==> src/rtl/neuron_input_loader.sv <==
// ============================================================================
//  neuron_input_loader
//  Packs a serial VALID/READY stream of signed fixed-point samples into one
//  parallel vector for the neuron stage and keeps one inference in flight.
//  Optional framing check: define NEURON_INPUT_LOADER_FRAMING_EN.
//  Revision: 1.0
// ============================================================================
`default_nettype none

module neuron_input_loader #(
  parameter int NUM_INPUTS = 4,
  parameter int WIDTH      = 8,
  parameter int FRAC_BITS  = 3
) (
  input  logic                               CLK,
  input  logic                               RST,
  input  logic [WIDTH-1:0]                   S_VALUE_IN,
  input  logic                               S_VALID_IN,
  input  logic                               S_LAST_IN,
  output logic                               S_READY_OUT,
  output logic [NUM_INPUTS*WIDTH-1:0]        VALUES_OUT,
  output logic                               VALID_OUT,
  input  logic                               DONE_IN,
  output logic [$clog2(NUM_INPUTS+1)-1:0]    COUNT_OUT,
  output logic                               BUSY_OUT,
  output logic                               ERR_OUT
);

  localparam int CNT_W = $clog2(NUM_INPUTS+1);
  localparam logic [CNT_W-1:0] LAST_SLOT = CNT_W'(NUM_INPUTS-1);

  if (NUM_INPUTS < 2 || FRAC_BITS >= WIDTH) begin : g_param_check
    $error("neuron_input_loader: invalid NUM_INPUTS/FRAC_BITS");
  end

  typedef enum logic [1:0] {
    ST_FILL = 2'd0,
    ST_FIRE = 2'd1,
    ST_WAIT = 2'd2
  } state_t;

  state_t                        state_q, state_d;
  logic [CNT_W-1:0]              count_q, count_d;
  logic [NUM_INPUTS*WIDTH-1:0]   values_q, values_d;
  logic                          ready_q, ready_d;
  logic                          valid_q, valid_d;
  logic                          err_q, err_d;
  logic                          early_last;
  logic                          missing_last;
  logic                          xfer;

`ifdef NEURON_INPUT_LOADER_FRAMING_EN
  assign early_last   = S_LAST_IN && (count_q != LAST_SLOT);
  assign missing_last = !S_LAST_IN;
`else
  logic last_unused;
  assign last_unused  = S_LAST_IN;
  assign early_last   = 1'b0;
  assign missing_last = 1'b0;
`endif

  assign xfer = S_VALID_IN && ready_q;

  always_comb begin
    state_d  = state_q;
    count_d  = count_q;
    values_d = values_q;
    err_d    = 1'b0;
    case (state_q)
      ST_FILL: begin
        if (xfer) begin
          if (early_last) begin
            // Partial vector is dropped; stale slot contents get overwritten.
            count_d = '0;
            err_d   = 1'b1;
          end else begin
            for (int k = 0; k < NUM_INPUTS; k++) begin
              if (count_q == CNT_W'(k)) begin
                values_d[k*WIDTH +: WIDTH] = S_VALUE_IN;
              end
            end
            count_d = count_q + 1'b1;
            if (count_q == LAST_SLOT) begin
              state_d = ST_FIRE;
              err_d   = missing_last;
            end
          end
        end
      end
      ST_FIRE: state_d = ST_WAIT;
      ST_WAIT: begin
        if (DONE_IN) begin
          count_d = '0;
          state_d = ST_FILL;
        end
      end
      default: state_d = ST_FILL;
    endcase
    // Handshake outputs come straight from flops, decoded from the next state.
    ready_d = (state_d == ST_FILL);
    valid_d = (state_d == ST_FIRE);
  end

  always_ff @(posedge CLK or posedge RST) begin
    if (RST) begin
      state_q  <= ST_FILL;
      count_q  <= '0;
      values_q <= '0;
      ready_q  <= 1'b1;
      valid_q  <= 1'b0;
      err_q    <= 1'b0;
    end else begin
      state_q  <= state_d;
      count_q  <= count_d;
      values_q <= values_d;
      ready_q  <= ready_d;
      valid_q  <= valid_d;
      err_q    <= err_d;
    end
  end

  assign S_READY_OUT = ready_q;
  assign VALID_OUT   = valid_q;
  assign VALUES_OUT  = values_q;
  assign COUNT_OUT   = count_q;
  assign ERR_OUT     = err_q;
  assign BUSY_OUT    = (state_q == ST_FIRE) || (state_q == ST_WAIT);

endmodule

`default_nettype wire
==> config.mk <==
export PLATFORM = sky130hd
export DESIGN_NAME = neuron_input_loader
export DESIGN_NICKNAME = d
export VERILOG_FILES = /design/src/rtl/neuron_input_loader.sv
export SDC_FILE = /design/constraint.sdc
export NUM_CORES = 1
export LEC_CHECK = 0
export ABC_AREA = 1
export CORE_MARGIN = 2
export CORE_UTILIZATION = 35
export DETAILED_ROUTE_END_ITERATION = 8
export GPL_TIMING_DRIVEN = 0
export PLACE_DENSITY = 0.65
export SYNTH_ARGS = -nofsm -noshare
export SYNTH_HDL_FRONTEND = slang
export SYNTH_SLANG_ARGS = --single-unit
==> constraint.sdc <==
create_clock -name CLK -period 1.51 [get_ports CLK]
set_input_delay 0.302 -clock CLK [delete_from_list [all_inputs] [get_ports CLK]]
set_output_delay 0.302 -clock CLK [all_outputs]
set_load 0.02 [all_outputs]
# After elaboration in Yosys (flattened, before gate mapping)
# Index checks and enable logic that the tools add are counted.
[word_totals]
reg_bits = 39
inputBits = 13
output_inout_bits = 39
word_cells = 35
[op_classes]
addsub = 1
n_eq_ne = 8
mux = 7
reduce_logical = 11
[op_table]
columns = ["operator", "count"]
rows = [
  ["AND reduction 3 bit", 5],
  ["== test 3 x 2 -> 1 bit, second input constant", 2],
  ["2-to-1 mux 2 bit", 3],
  ["2-to-1 mux 3 bit", 2],
  ["case mux 2 bit (3 select lines)", 1],
  ["case mux 3 bit (2 select lines)", 1],
  ["== test 2 x 1 -> 1 bit, second input constant", 2],
  ["zero test 2 bit", 2],
  ["!= test 2 bit, second input constant", 2],
  ["adder 3 x 1 -> 3 bit, second input constant", 1],
  ["== test 3 x 1 -> 1 bit, second input constant", 1],
  ["zero test 3 bit", 1],
  ["== test 2 bit, second input constant", 1],
  ["nonzero test 2 bit", 1],
  ["logical AND 1 bit", 1],
  ["logical OR 1 bit", 1],
]

# Depth between registers and ports, before layout
[depth]
depth_word = 5
ltp_mapped = 8
ltp_nobuf = 8

# Worst setup path after synthesis
# No wires, ideal clock.
[synth_path]
kind = "register to register"
from = "register state_q[0]"
to = "register values_q[15], in the netlist VALUES_OUT[15]"
setup_time_ps = 120
arrival_ps = 1350
required_ps = 1390
slack_ps = 40
path_stages_with_launch = 9
path_buffers = 1
period_less_slack_ps = 1470
path_cell_list = "dfrtp_1 > inv_1 > ha_1 > inv_2 > nor2_8 > nand4_4 > buf_6 > nand2_1 > o21ai_2"
[synth_between]
elab_chain_len = 2
[synth_lines]
columns = ["element", "line", "text"]
rows = [
  ["from (decl)", "42", "state_t state_q, state_d;"],
  ["from (signal assigned)", "113", "state_q <= state_d;"],
  ["zero test 2 bit", "69", "case (state_q)"],
  ["AND reduction 3 bit (no source line)", "--", ""],
  ["to (signal assigned)", "115", "values_q <= values_d;"],
  ["to (decl)", "44", "logic [NUM_INPUTS*WIDTH-1:0] values_q, values_d;"],
]
# No other way between the ends.
# A chain may end at the register's enable or synchronous reset.

# Worst setup path after layout
[layout_path]
from = "register state_q[0]"
to = "register values_q[12], in the netlist VALUES_OUT[12]"
# Same word-level chain as after synthesis.

==> results.yml <==
outcome:
  status: "finished clean"
place:
  hpwlAfterDp_um: 2710
  numPortBuffers: 49
  routabilityCongestion: 0.747
synthesis:
  synth-edff-count: 0
  synth_cells: 164
  yosysSeqAreaShare_pct: 55.8
  yosys.area.top_type: "dfrtp_1"
  synth.net_count: 185
  async_flop_share_pct: 100
  synth_area_um2: 1750
  synth_top_area_share_pct: 54.3
  synth_most_common_cell: "nand2_1"
  synth_seq_cells: 39
  synth_warnings: 0
  synth_common_cells: "nand2_1 (45), dfrtp_1 (38), inv_1 (18), o21ai_1 (16), o21ai_2 (16)"
  syn_avg_cell_area_um2: 10.7
  synth_flop_cell: "dfrtp_1"
  synth_cell_types: 19
  synth.area.top_cells: "dfrtp_1 (54%), nand2_1 (9.6%), o21ai_2 (8.0%)"
timing:
  setup_viol: 0
  fin_skew_ps: 6.35
  maxSlewHeadroom_pct: 45.6
  setup_tns_ps: 0
  finalMaxSlewViolations: 0
  fin_crit_ps: 1490
  hold_ws_ps: 480
  worst_pin_slew_ps: 814
  max_freq_mhz: 672
  post-route-period-util_pct: 98.5
  rsz0062_at_grt: "yes"
  hold_viol: 0
grt:
  antenna_found_initial: 0
  grt_start_max_net_pins: 40
  grt_pass1_vias: 1238
  grt_pass1_wl_um: 6090
  grt.overflow.total: 0
  groute.usage.overall_pct: 15.1
clocking:
  cts_buffers: 5
  numClockSinks: 39
  clkTransAtPathRegs_ps: 70
  worstSkewPairLatency_ps: 300
  cts_root_buf: "clkbuf_8"
  cts_tree: "built"
  ctsLongestPathBuffers: 2
  htreeDepth: 2
pwr:
  power_density_nw_per_um2: 2090
  power_frac_comb_pct: 52.8
  clkPwrFrac_pct: 12.7
  p_leak_nw: 1.31
  p_sw_w: 0.00228
  ir_worst_vdd_mv: 0.959
  switching_share_pct: 42.6
  seq_power_share_pct: 34.5
  total_power_w: 0.00535
  p_int_w: 0.00307
final_layout:
  area_growth_syn_to_layout_pct: 46.5
  multiInputGateArea_um2: 704
  layout.nets: 251
  post-route-util_pct: 53.6
  final_layout_size_suffix_gt1_share_pct: 26.8
  n_antenna_cell: 0
  fillers: 456
  seq_area_um2: 978
setup_path:
  cp.arrival_ps: 1670
  crit_path_end_kind: "flop"
  r2r_cells: 8
  startpoint: "state_q[0]$_DFF_PP0_"
  path_max_fanout: 6
  timing.rr.end: "VALUES_OUT[12]$_DFFE_PP0P_"
  rrSetupSlack_ps: 20
  timing.rr.start: "state_q[0]$_DFF_PP0_"
  crit_type: "flop to flop"
  cp_cell_sequence: "inv_2, ha_4, inv_4, nor2_8, nand4_4, buf_4, nand2_1, o21ai_2"
  start_kind: "flop"
  critPathCapture: "VALUES_OUT[12]$_DFFE_PP0P_"
  crit_slowest_cell: "dfrtp_1"
  critPathRequiredTime_ps: 1690
  critPathMaxStageDelay_ps: 420
routing:
  routed_wl_um: 3970
  routedWlPerCell_um: 13.3
  dr.pass1.iters: 4
  vias_per_cell: 4.42
  drtAntennaViolNets: 0
  vias: 1316
  drc: 0
  drt_first_iter_violations: 78
floorplan:
  num_rows: 25
  fp.dieW_um: 74.7
  initial_core_util_pct: 36.6
  die_height_um: 74.7
  coreArea_um2: 4790
  die_area_um2: 5590
  boundaryPins: 52
job:
  drv_cap: 0
worst_hold_path:
  hold_class: "input pin to asynchronous set/reset pin"
-- metrics by stage --
stage / area [µm²] / instances / setup slack, ps
CTS: 2400 / 292 / 13.9
floorplan: 1750 / 164 / 40.0
finish: 2570 / 298 / 22.0
global route: 2570 / 298 / -50.2
global placement: 2330 / 280 / -551
detailed placement: 2330 / 280 / -276
-- layer usage --
| metal | up-vias | routed length [µm] | share of wire, % | track usage [%] |
|---|---|---|---|---|
| li1 | 656 | - | - | - |
| met1 | 622 | 1830 | 46 | 20.6 |
| met2 | 32 | 1860 | 47 | 22.5 |
| met3 | 6 | 215 | 5.4 | 5.09 |
| met4 | 0 | 62 | 1.6 | 5.95 |
| met5 | - | 0 | 0 | 0 |
-- worst min path at each step --
stage	startpoint	end	slack, ps
floorplan	RST	COUNT_OUT[0]$_DFFE_PP0P_	510
global placement	VALUES_OUT[30]$_DFFE_PP0P_	VALUES_OUT[30]$_DFFE_PP0P_	470
detailed placement	VALUES_OUT[30]$_DFFE_PP0P_	VALUES_OUT[30]$_DFFE_PP0P_	470
CTS	VALUES_OUT[30]$_DFFE_PP0P_	VALUES_OUT[30]$_DFFE_PP0P_	480
global route	VALUES_OUT[2]$_DFFE_PP0P_	VALUES_OUT[2]$_DFFE_PP0P_	510
finish	RST	state_q[1]$_DFF_PP0_	480
-- sequential cells by signal, indices dropped and copies added (netlist names) --
register,count
VALID_OUT,1
VALUES_OUT,32
state_q,2
COUNT_OUT,3
S_READY_OUT,1
-- critical path: cells and delay by family (launching register included) --
family	cells	cell delay [ps]
simple gates	3	390
compound gates	1	50
buf+inv	3	350
fa+ha+maj	1	170
flops	1	420
-- placed cells by master (no fill, tap or decap), types with 3 or more instances in the layout --
cell	synthesis	routed
nand2_4	0	3
nand2_1	45	39
o21ai_0	4	3
inv_2	1	3
dfrtp_1	38	37
clkbuf_8	0	5
dlygate4sd2_1	0	37
o21ai_2	16	19
nand4_4	4	4
ha_1	8	7
buf_6	4	4
inv_1	18	15
clkdlybuf4s50_1	0	11
o21ai_1	16	14
buf_4	1	6
nand2_2	2	5
-- area by class of cell --
cell class	instances	share of cell area (%)
timing repair buffer	59	22.4
buffer	5	2.68
clock buffer	7	2.97
multi-input combinational	101	27.5
tap	67	3.27
sequential	39	38.1
clock inverter	1	0.195
inverter	19	2.88
-- kinds of logic after synthesis --
kind of cell / Yosys count / share of synthesized area [%]
buffers and inverters: 24 / 7.07
AND/OR/NAND/NOR: 55 / 17.2
AO/OA/AOI/OAI: 37 / 14.0
other: 1 / 0.214
flip-flops: 39 / 55.8
adder cells (fa/ha/maj): 8 / 5.71
-- power groups by stage --
stage | clock, W | sequential [W] | combinational [W]
final | 0.000681 | 0.00184 | 0.00283
after floorplan | 0 | 0.00239 | 0.00109
after detailed placement | 0 | 0.00189 | 0.00280
after global routing | 0.000744 | 0.00191 | 0.00310
after CTS | 0.000688 | 0.00183 | 0.00258
after global placement | 0 | 0.00189 | 0.00274
-- repair_timing --
item                                    4_1_cts  5_1_grt
hold buffers                                  0        0
endpoints found under the setup margin       62       27
gates resized for setup                      45       23
gates cloned                                  0        2
setup buffers                                 4        4
hold endpoints to repair                      0        0
pin swaps                                     0        3
No activity file was read; power rests on OpenSTA's default activity.
